File: src/rtl/cpu_pkg.sv
// Shared encodings for the fetch/branch controller: memory commands,
// opcodes, branch condition codes and the controller state enum.
package cpu_pkg;

    localparam int unsigned DATA_W = 16;

    typedef enum logic [1:0] {
        MEM_NONE  = 2'b00,
        MEM_READ  = 2'b01,
        MEM_WRITE = 2'b10
    } mem_cmd_e;

    typedef enum logic [1:0] {
        S_FETCH  = 2'b00,
        S_DECODE = 2'b01,
        S_EXEC   = 2'b10,
        S_HALT   = 2'b11
    } state_e;

    // Major opcodes in ir[15:13]
    localparam logic [2:0] OP_BCOND = 3'b001;
    localparam logic [2:0] OP_BRL   = 3'b010;
    localparam logic [2:0] OP_HALT  = 3'b111;

    // Register/link branch sub-ops in ir[12:11]
    localparam logic [1:0] BR_BX  = 2'b00;
    localparam logic [1:0] BR_BLX = 2'b10;
    localparam logic [1:0] BR_BL  = 2'b11;

    // Conditional branch codes in ir[10:8]
    localparam logic [2:0] COND_B   = 3'b000;
    localparam logic [2:0] COND_BEQ = 3'b001;
    localparam logic [2:0] COND_BNE = 3'b010;
    localparam logic [2:0] COND_BLT = 3'b011;
    localparam logic [2:0] COND_BLE = 3'b100;

    // True for BL/BLX: instructions that write the link register
    function automatic logic is_link(input logic [DATA_W-1:0] insn);
        return (insn[15:13] == OP_BRL) &&
               ((insn[12:11] == BR_BL) || (insn[12:11] == BR_BLX));
    endfunction

endpackage

File: src/rtl/branch_fetch_ctrl_if.sv
// Instruction memory read bus between the fetch controller and memory.
interface branch_fetch_ctrl_if #(
    parameter int unsigned ADDR_W = 9
) ();

    logic [1:0]        mem_cmd;
    logic [ADDR_W-1:0] mem_addr;
    logic [15:0]       mem_rdata;
    logic              mem_ready;

    modport master (
        output mem_cmd,
        output mem_addr,
        input  mem_rdata,
        input  mem_ready
    );

    modport slave (
        input  mem_cmd,
        input  mem_addr,
        output mem_rdata,
        output mem_ready
    );

endinterface

File: src/rtl/branch_cond.sv
// Evaluates a conditional-branch cond code against the datapath flags.
module branch_cond
    import cpu_pkg::*;
(
    input  logic [2:0] cond,
    input  logic       N,
    input  logic       V,
    input  logic       Z,
    output logic       taken
);

    // Condition decode; unlisted codes are never taken
    always_comb begin
        taken = 1'b0;
        case (cond)
            COND_B:   taken = 1'b1;
            COND_BEQ: taken = Z;
            COND_BNE: taken = !Z;
            COND_BLT: taken = (N != V);
            COND_BLE: taken = (N != V) || Z;
            default:  taken = 1'b0;
        endcase
    end

endmodule

File: src/rtl/branch_fetch_ctrl.sv
// Fetch/decode controller: fetches instructions, resolves branches and
// links in DECODE, hands everything else to the execute FSM, and halts.
module branch_fetch_ctrl
    import cpu_pkg::*;
#(
    parameter int unsigned ADDR_W   = 9,
    parameter int unsigned RESET_PC = 0,
    parameter int unsigned LINK_REG = 7
) (
    input  logic                clk,
    input  logic                reset,
    branch_fetch_ctrl_if.master mem,
    input  logic                N,
    input  logic                V,
    input  logic                Z,
    output logic [2:0]          rd_num,
    input  logic [DATA_W-1:0]   rd_data,
    output logic [DATA_W-1:0]   ir,
    output logic                ir_valid,
    input  logic                exec_done,
    output logic                link_we,
    output logic [2:0]          link_num,
    output logic [DATA_W-1:0]   link_data,
    output logic [ADDR_W-1:0]   pc,
    output logic                halted
);

    state_e              state_q, state_d;
    logic [ADDR_W-1:0]   pc_q, pc_d;
    logic [DATA_W-1:0]   ir_q, ir_d;
    mem_cmd_e            mem_cmd_q, mem_cmd_d;
    logic                ir_valid_q, ir_valid_d;
    logic                link_we_q, link_we_d;
    logic [DATA_W-1:0]   link_data_q, link_data_d;
    logic                halted_q, halted_d;

    logic                taken;
    logic [ADDR_W-1:0]   pc_inc;
    logic [ADDR_W-1:0]   pc_rel;
    logic [DATA_W-1:0]   offset;

    // Only the low ADDR_W bits of a register target form the new PC
    wire unused_ok = &{1'b0, rd_data};

    assign pc_inc = pc_q + ADDR_W'(1);
    assign offset = {{8{ir_q[7]}}, ir_q[7:0]};
    assign pc_rel = pc_q + offset[ADDR_W-1:0];

    branch_cond u_branch_cond (
        .cond  (ir_q[10:8]),
        .N     (N),
        .V     (V),
        .Z     (Z),
        .taken (taken)
    );

    // Next state, next PC/IR and next registered outputs
    always_comb begin
        state_d     = state_q;
        pc_d        = pc_q;
        ir_d        = ir_q;
        link_we_d   = 1'b0;
        link_data_d = link_data_q;

        case (state_q)
            S_FETCH: begin
                if (mem.mem_ready) begin
                    ir_d    = mem.mem_rdata;
                    pc_d    = pc_inc;
                    state_d = S_DECODE;
                    // Link port is armed one cycle early so it is a clean
                    // register output for exactly the DECODE cycle
                    if (is_link(mem.mem_rdata)) begin
                        link_we_d   = 1'b1;
                        link_data_d = DATA_W'(pc_inc);
                    end
                end
            end
            S_DECODE: begin
                state_d = S_FETCH;
                case (ir_q[15:13])
                    OP_BCOND: begin
                        if (taken) begin
                            pc_d = pc_rel;
                        end
                    end
                    OP_BRL: begin
                        case (ir_q[12:11])
                            BR_BL:         pc_d = pc_rel;
                            BR_BX, BR_BLX: pc_d = rd_data[ADDR_W-1:0];
                            default:       pc_d = pc_q;
                        endcase
                    end
                    OP_HALT: state_d = S_HALT;
                    default: state_d = S_EXEC;
                endcase
            end
            S_EXEC: begin
                if (exec_done) begin
                    state_d = S_FETCH;
                end
            end
            S_HALT: state_d = S_HALT;
            default: state_d = S_FETCH;
        endcase

        mem_cmd_d  = (state_d == S_FETCH) ? MEM_READ : MEM_NONE;
        ir_valid_d = (state_d == S_EXEC);
        halted_d   = (state_d == S_HALT);
    end

    // State and output registers with synchronous reset
    always_ff @(posedge clk) begin
        if (reset) begin
            state_q     <= S_FETCH;
            pc_q        <= ADDR_W'(RESET_PC);
            ir_q        <= '0;
            mem_cmd_q   <= MEM_READ;
            ir_valid_q  <= 1'b0;
            link_we_q   <= 1'b0;
            link_data_q <= '0;
            halted_q    <= 1'b0;
        end else begin
            state_q     <= state_d;
            pc_q        <= pc_d;
            ir_q        <= ir_d;
            mem_cmd_q   <= mem_cmd_d;
            ir_valid_q  <= ir_valid_d;
            link_we_q   <= link_we_d;
            link_data_q <= link_data_d;
            halted_q    <= halted_d;
        end
    end

    assign mem.mem_cmd  = mem_cmd_q;
    assign mem.mem_addr = pc_q;
    assign pc           = pc_q;
    assign ir           = ir_q;
    assign rd_num       = ir_q[7:5];
    assign ir_valid     = ir_valid_q;
    assign link_we      = link_we_q;
    assign link_num     = 3'(LINK_REG);
    assign link_data    = link_data_q;
    assign halted       = halted_q;

endmodule

File: src/flat_wrapper.sv
// flat-port wrapper written by rule: the top's interface ports become plain ports
module branch_fetch_ctrl_flat import cpu_pkg::*;
#(
    parameter int unsigned ADDR_W   = 9,
    parameter int unsigned RESET_PC = 0,
    parameter int unsigned LINK_REG = 7
)
  (clk, reset, N, V, Z, rd_num, rd_data, ir, ir_valid, exec_done, link_we, link_num, link_data, pc, halted, mem_mem_cmd, mem_mem_addr, mem_mem_rdata, mem_mem_ready);
  branch_fetch_ctrl_if #(.ADDR_W(ADDR_W)) mem_i ();
  input  logic clk;
  input  logic reset;
  input  logic N;
  input  logic V;
  input  logic Z;
  output logic [2:0] rd_num;
  input  logic [DATA_W-1:0] rd_data;
  output logic [DATA_W-1:0] ir;
  output logic ir_valid;
  input  logic exec_done;
  output logic link_we;
  output logic [2:0] link_num;
  output logic [DATA_W-1:0] link_data;
  output logic [ADDR_W-1:0] pc;
  output logic halted;
  output wire logic [$bits(mem_i.mem_cmd)-1:0] mem_mem_cmd;
  output wire logic [$bits(mem_i.mem_addr)-1:0] mem_mem_addr;
  input wire logic [$bits(mem_i.mem_rdata)-1:0] mem_mem_rdata;
  input wire logic [$bits(mem_i.mem_ready)-1:0] mem_mem_ready;
  assign mem_mem_cmd = mem_i.mem_cmd;
  assign mem_mem_addr = mem_i.mem_addr;
  assign mem_i.mem_rdata = mem_mem_rdata;
  assign mem_i.mem_ready = mem_mem_ready;
  branch_fetch_ctrl #(.ADDR_W(ADDR_W), .RESET_PC(RESET_PC), .LINK_REG(LINK_REG)) u_core (.clk(clk), .reset(reset), .mem(mem_i), .N(N), .V(V), .Z(Z), .rd_num(rd_num), .rd_data(rd_data), .ir(ir), .ir_valid(ir_valid), .exec_done(exec_done), .link_we(link_we), .link_num(link_num), .link_data(link_data), .pc(pc), .halted(halted));
endmodule
File: config.mk
export PLATFORM = sky130hd
export DESIGN_NAME = branch_fetch_ctrl_flat
export DESIGN_NICKNAME = d
export VERILOG_FILES = /design/src/rtl/cpu_pkg.sv /design/src/rtl/branch_fetch_ctrl_if.sv /design/src/rtl/branch_cond.sv /design/src/rtl/branch_fetch_ctrl.sv /design/src/flat_wrapper.sv
export SDC_FILE = /design/constraint.sdc
export NUM_CORES = 1
export LEC_CHECK = 0
export ABC_AREA = 1
export CORE_UTILIZATION = 40
export CTS_BUF_LIST = sky130_fd_sc_hd__clkbuf_16
export CTS_CLUSTER_DIAMETER = 100
export DETAILED_ROUTE_END_ITERATION = 8
export PLACE_DENSITY = 0.77
export SETUP_SLACK_MARGIN = 0.1
export SLEW_MARGIN = 15
export SYNTH_ARGS = -nofsm -noshare
export SYNTH_HDL_FRONTEND = slang
export SYNTH_SLANG_ARGS = --single-unit
export TNS_END_PERCENT = 20
File: constraint.sdc
create_clock -name clk -period 1.67 [get_ports clk]
set_input_delay 0.2505 -clock clk [delete_from_list [all_inputs] [get_ports clk]]
set_output_delay 0.2505 -clock clk [all_outputs]
set_load 0.02 [all_outputs]
# Yosys cells after proc, flatten, opt, wreduce, memory -nomap -nowiden
# Index checks and enable logic that the tools add are counted.
[word_totals]
output_inout_bits = 61
in_bits = 39
register_bits = 41
wordCells = 61
[classes]
muxes = 12
n_bitwise = 2
eq_ne = 22
addsub = 2
reduce_logical = 15
[ops]
columns = ["op", "n"]
rows = [
  ["9-bit one-hot mux with 2 select lines", 3],
  ["9-bit two-way mux", 2],
  ["2-bit equality test (second input constant)", 8],
  ["3-bit by 2-bit equality test with 1-bit output (second input constant)", 4],
  ["9-bit by 1-bit adder with 9-bit output (second input constant)", 1],
  ["9-bit adder", 1],
  ["2-bit one-hot mux with 4 select lines", 1],
  ["3-bit by 1-bit equality test with 1-bit output (second input constant)", 2],
  ["3-bit equality test (second input constant)", 2],
  ["2-bit logical NOT", 3],
  ["3-bit by 2-bit inequality test with 1-bit output (second input constant)", 2],
  ["1-bit one-hot mux with 5 select lines", 1],
  ["5-bit AND reduction", 1],
  ["2-bit two-way mux", 2],
  ["4-bit by 2-bit inequality test with 1-bit output (second input constant)", 1],
  ["2-bit one-hot mux with 2 select lines", 1],
  ["2-bit OR reduction", 2],
  ["3-bit logical NOT", 1],
  ["3-bit AND reduction", 1],
  ["3-bit OR reduction", 1],
  ["2-bit by 1-bit equality test with 1-bit output (second input constant)", 1],
  ["1-bit logical OR", 2],
  ["1-bit two-way mux", 2],
  ["2-bit inequality test (second input constant)", 1],
  ["6 further kinds", 7],
]

# Logic depth before layout (Yosys ltp)
[depth]
depth_word = 6
ltp_mapped = 12
mapped_depth_nobuf = 12

# By module
# A second synthesis with hierarchy kept.
[unflattened]
hier_cells = 388
area_unflattened_um2 = 2553.7
[by_module_without_submodules]
columns = ["module", "cells_each", "area_per_inst_um2", "n_inst"]
rows = [
  ["branch_fetch_ctrl", 369, 2479.9, 1],
  ["branch_cond", 19, 73.8, 1],
]

# Worst setup path after synthesis
# Ideal clock, no wire load.
[synth_timing]
path_kind = "register -> register"
from = "register u_core.pc_q[0] (netlist: u_core.mem.mem_addr[0])"
to = "register u_core.pc_q[8] (netlist: u_core.mem.mem_addr[8])"
arrival_ns = 1.736
slack_ns = -0.132
n_path_buf = 0
stages_incl_launch_ff = 13
period_less_slack_ns = 1.802
cell_sequence = "dfxtp_1 > ha_1 > inv_1 > fa_1 > inv_1 > nand3_1 > nand2_1 > nand2_1 > nand2_1 > nand2_1 > nand3_1 > nand2_1 > a21oi_2"
[synth_via]
elab_chain_len = 4
word_cells_on_any_way = 7
cone_classes = "add/sub (2); mux (5)"
[synth_rtl]
columns = ["element", "line", "text"]
rows = [
  ["start, declared", "branch_fetch_ctrl.sv:29", "logic [ADDR_W-1:0] pc_q, pc_d;"],
  ["start signal, assigned", "branch_fetch_ctrl.sv:116", "pc_q <= ADDR_W'(RESET_PC);"],
  ["start signal, assigned", "branch_fetch_ctrl.sv:125", "pc_q <= pc_d;"],
  ["9-bit adder", "branch_fetch_ctrl.sv:47", "assign pc_rel = pc_q + offset[ADDR_W-1:0];"],
  ["9-bit one-hot mux with 2 select lines or 9-bit two-way mux (tied branches)", "branch_fetch_ctrl.sv:88, branch_fetch_ctrl.sv:83", ""],
  ["9-bit one-hot mux with 2 select lines", "branch_fetch_ctrl.sv:81", "case (ir_q[15:13])"],
  ["9-bit one-hot mux with 2 select lines (*)", "branch_fetch_ctrl.sv:65", "case (state_q)"],
]
# Mark *: on every way between the ends. The rest lies on a longest branch, timed or not. The select of a mux whose other input is x is not followed.
# A chain may end at the register's enable or synchronous reset.

# Final worst setup path
[layout_timing]
from = "register u_core.pc_q[0] (netlist: u_core.mem.mem_addr[0])"
to = "register u_core.pc_q[6] (netlist: u_core.mem.mem_addr[6])"
# The elaborated chain is that of the path after synthesis.

==> results by stage <==
Power and ir drop:
- Power spread over the standard cell area amounts to 938 nW/um^2.
- The fraction of power consumed by sequential logic is 33.1%.
- The cell-internal power is 2.23 mW.
- The peak ir drop on the vdd network is ~490 uV.
- Net switching is 34.7% of the power.
- Combinational logic is responsible for about a third of the overall power.
- For this design the static power due to leakage is 1.82 nW.
- The clock share of power is 31.8%.
- In this run the power spent charging and discharging nets is 1.19 mW.

Critical path:
- The count of buffer and inverter cells on the critical path is 2.
- For this run, the slowest stage of the critical path takes 0.37 ns.
- STA classifies the critical path endpoint as a register.
- The top cell family by delay on the critical path is adder cells.
- At the worst endpoint, the arrival time is 1.85 ns.
- The standard cell with the maximum stage delay on the critical path is dfxtp_4.
- The classification of the worst setup path is reg2reg.
- The highest fanout seen on the critical path is 3.
- The startpoint kind of the worst setup timing path is a register.
- The critical path data required time is ~1.9 ns.
- Walking the worst path, the cells encountered are ha_4 > inv_2 > fa_2 > inv_2 > nand3_4 > nand2_4 > nand2_2 > nand2_1 > nand2_1 > nand3_2 > nand2_2 > a21oi_2.

STA:
- Setup violations remaining at the end of the flow were counted as 0.
- The post-route worst setup slack is 0.0357 ns.
- In the final timing run, aggregate negative setup slack is 0 ns.
- Static timing analysis puts the maximum clock frequency at 0.612 GHz.
- Setup repair after global routing could not meet its margin everywhere.
- The final max-slew violation count is 0.
- The final period demand of the worst path is approximately 1.6 ns.
- The share of the clock period used by the worst path is approximately 98%.
- The clock arrives with 0.00464 ns of skew.
- The final hold violation count came to 0.

Placement:
- Routability-driven placement finished with a final weighted congestion of 0.863.
- The cell total after placement is 526.
- Detailed placement ended at an HPWL of 4.77 mm.
- The instance area after placement is 3400 um^2.
- The worst slack after detailed placement is 0.00818 ns.
- The number of port buffers is 81.

Cells and area:
- The fraction of layout cells with a size suffix above 1 is 15.2%.
- The leading cell type in the layout, fill and taps excluded is nand2_1.
- Excluding fillers, the count of instances in the completed layout stands at ~540.
- Summing all multi-input logic gate instances after layout gives between 1000 and 1500 um^2.
- The final net count is 508.
- The sequential cell area in the final layout is 812 um^2.
- The number of fillers in the final layout is ~570.
- The layout overhead on the synthesized area is 40.5%.
- The repair_antennas step left the layout with diodes totalling 0.
- The final design instance area without fill is about 3600 um^2.
- Leaving out fill and tap cells, the most frequent cells in the layout are 76 x nand2_1, 55 x clkdlybuf4s50_1, 52 x inv_1.

Clock tree:
- CTS built an H-tree with a depth of 2.
- The CTS tree is yes.
- After clock tree synthesis, the clock-pin slew on the worst setup and hold paths is 0.06 ns.
- The cts-stage hold buffer count is 0.
- The clock net in this run drives a total of 40 sinks.
- In this run the clock root is driven by a clkbuf_16.
- Clock tree synthesis inserted a total of 5 buffers.
- No sink is reached through more buffers than the 2 on the longest clock path.
- At the later pin of the worst-skew pair, clock insertion delay measures between 0.2 and 0.3 ns.

Floorplan:
- The die covers 6810 um^2.
- The placeable core region is between 6000 and 7000 um^2.
- The number of top-level pins is 100.
- The chip width is just over 80 um.
- The effective utilization at floorplan is 42.5%.
- The die is 82.5 um tall.
- The number of rows in the core area is 28.

Logic synthesis:
- The mapped netlist covers 2590 um^2.
- The average instance area after synthesis is 6.75 um^2.
- Sequential elements use between 30% and 40% of the synthesized area.
- Synthesis handed over a netlist of around 380 instances.
- The number of synthesis warnings is 0.
- The number of different library cells used by synthesis comes to 33.
- The number of storage elements in the synthesis netlist is 40.

Routing:
- The total number of vias is around 2,600.
- The post-detailed-route via-to-cell ratio is 4.78.
- In the final routed layout, each cell accounts on average for 12.0 um.
- After the first detailed-routing iteration, the DRC count stood at 170.
- The remaining antenna violation count is 0.
- The routed wire length is roughly 6.4 mm.
- The number of iterations in the first detailed-routing pass is 4.
- The residual DRC count is 0.

Global route:
- The wire length of the first global-routing pass is 10.0 mm.
- The via count of the first global-routing pass was between 2,000 and 2,500.
- In the global route stage, overall resource usage came out at 19.3%.
- The initial antenna violation count came to 0.
- The total grt overflow is 0.
- Entering global routing, the biggest net connects 33 pins.

Run:
- Max-cap violations in this run came to 0.

Run status:
- The run finished with clean final reports.

Worst hold path:
- The path class of the lowest-slack min-delay path is reg2reg.
==> worst reg2reg max path, stage by stage, from the launching register on <==
cell	delay, ns
dfxtp_4	0.37
ha_4	0.14
inv_2	0.04
fa_2	0.35
inv_2	0.08
nand3_4	0.08
nand2_4	0.09
nand2_2	0.07
nand2_1	0.06
nand2_1	0.05
nand3_2	0.07
nand2_2	0.07
a21oi_2	0.10
==> power groups by stage <==
stage / Sequential [mW] / Combinational [mW] / Clock [mW]
4_1_cts: 1.13 / 1.17 / 1.10
3_3_place_gp: 1.15 / 1.16 / 0
2_1_floorplan: 1.25 / 0.696 / 0
6_report: 1.13 / 1.20 / 1.09
5_1_grt: 1.15 / 1.33 / 1.15
3_5_place_dp: 1.15 / 1.19 / 0
==> layout make-up <==
class	instances	area share, %
Multi-Input combinational cell	263	40.0
Sequential cell	40	22.3
Timing Repair Buffer	93	24.7
Tap cell	75	2.58
Inverter	56	5.84
Clock buffer	5	3.43
Clock inverter	3	1.17
==> cells by family after synthesis <==
logic type | share of synthesized area [%]
other | 0.290
XOR/XNOR | 1.69
AO/OA/AOI/OAI | 14.7
AND/OR/NAND/NOR | 29.7
flip-flops | 30.9
adder cells (fa/ha/maj) | 5.11
buffers and inverters | 17.7
==> registers in the layout (all words and copies together) (netlist names) <==
| signal | flops |
|---|---|
| u_core.halted | 1 |
| u_core.ir | 16 |
| u_core.ir_valid | 1 |
| u_core.link_data | 9 |
| u_core.link_we | 1 |
| u_core.mem.mem_addr | 9 |
| u_core.mem.mem_cmd | 1 |
| u_core.state_q | 2 |
==> path summary, 6_finish.rpt <==
path | from | end | slack [ns] | cells after the start
max | u_core.mem.mem_addr[0] | u_core.mem.mem_addr[6] | 0.04 | 12
min | u_core.link_data[3] | u_core.link_data[3] | 0.48 | 2
max reg2reg | u_core.mem.mem_addr[0] | u_core.mem.mem_addr[6] | 0.04 | 12
min reg2reg | u_core.link_data[3] | u_core.link_data[3] | 0.48 | 2
==> layer usage <==
layer | part of all wire [%] | global-route usage [%]
met5 | 0 | 0
met4 | 1.6 | 6.03
met3 | 7.1 | 5.38
met2 | 46 | 32.2
met1 | 45 | 23.9
==> metrics by stage <==
step	utilization, %	power, mW	hold slack, ns
after floorplan	-	1.95	0.306
after global placement	55.8	2.31	0.468
after detailed placement	55.8	2.34	0.472
after CTS	58.6	3.40	0.482
after global routing	59.8	3.62	0.504
final	59.8	3.42	0.479
==> cells in the mapped netlist, drive strengths merged <==
master | count | area share [%]
o211ai | 2 | 0.58
a21oi | 27 | 6.2
nand2 | 89 | 14
nand3 | 24 | 5.5
conb | 2 | 0.29
xnor2 | 2 | 0.68
o21ai | 37 | 7.1
inv | 56 | 8.2
clkbuf | 4 | 0.58
dfxtp | 40 | 31
ha | 9 | 4.3
buf | 30 | 8.9
nand3b | 1 | 0.29
nor2 | 49 | 8.7
a31oi | 3 | 0.72
xor2 | 3 | 1.0
fa | 1 | 0.77
nand4 | 4 | 0.96
nor3 | 1 | 0.19
==> timing repair <==
action | in CTS | in global routing
pin swaps | 6 | 6
buffers inserted | 0 | 1
endpoints found under the hold margin | 0 | 0
resized for setup | 31 | 17
setup endpoints to repair | 24 | 15
Note: power is estimated with default switching activity, not from simulation.
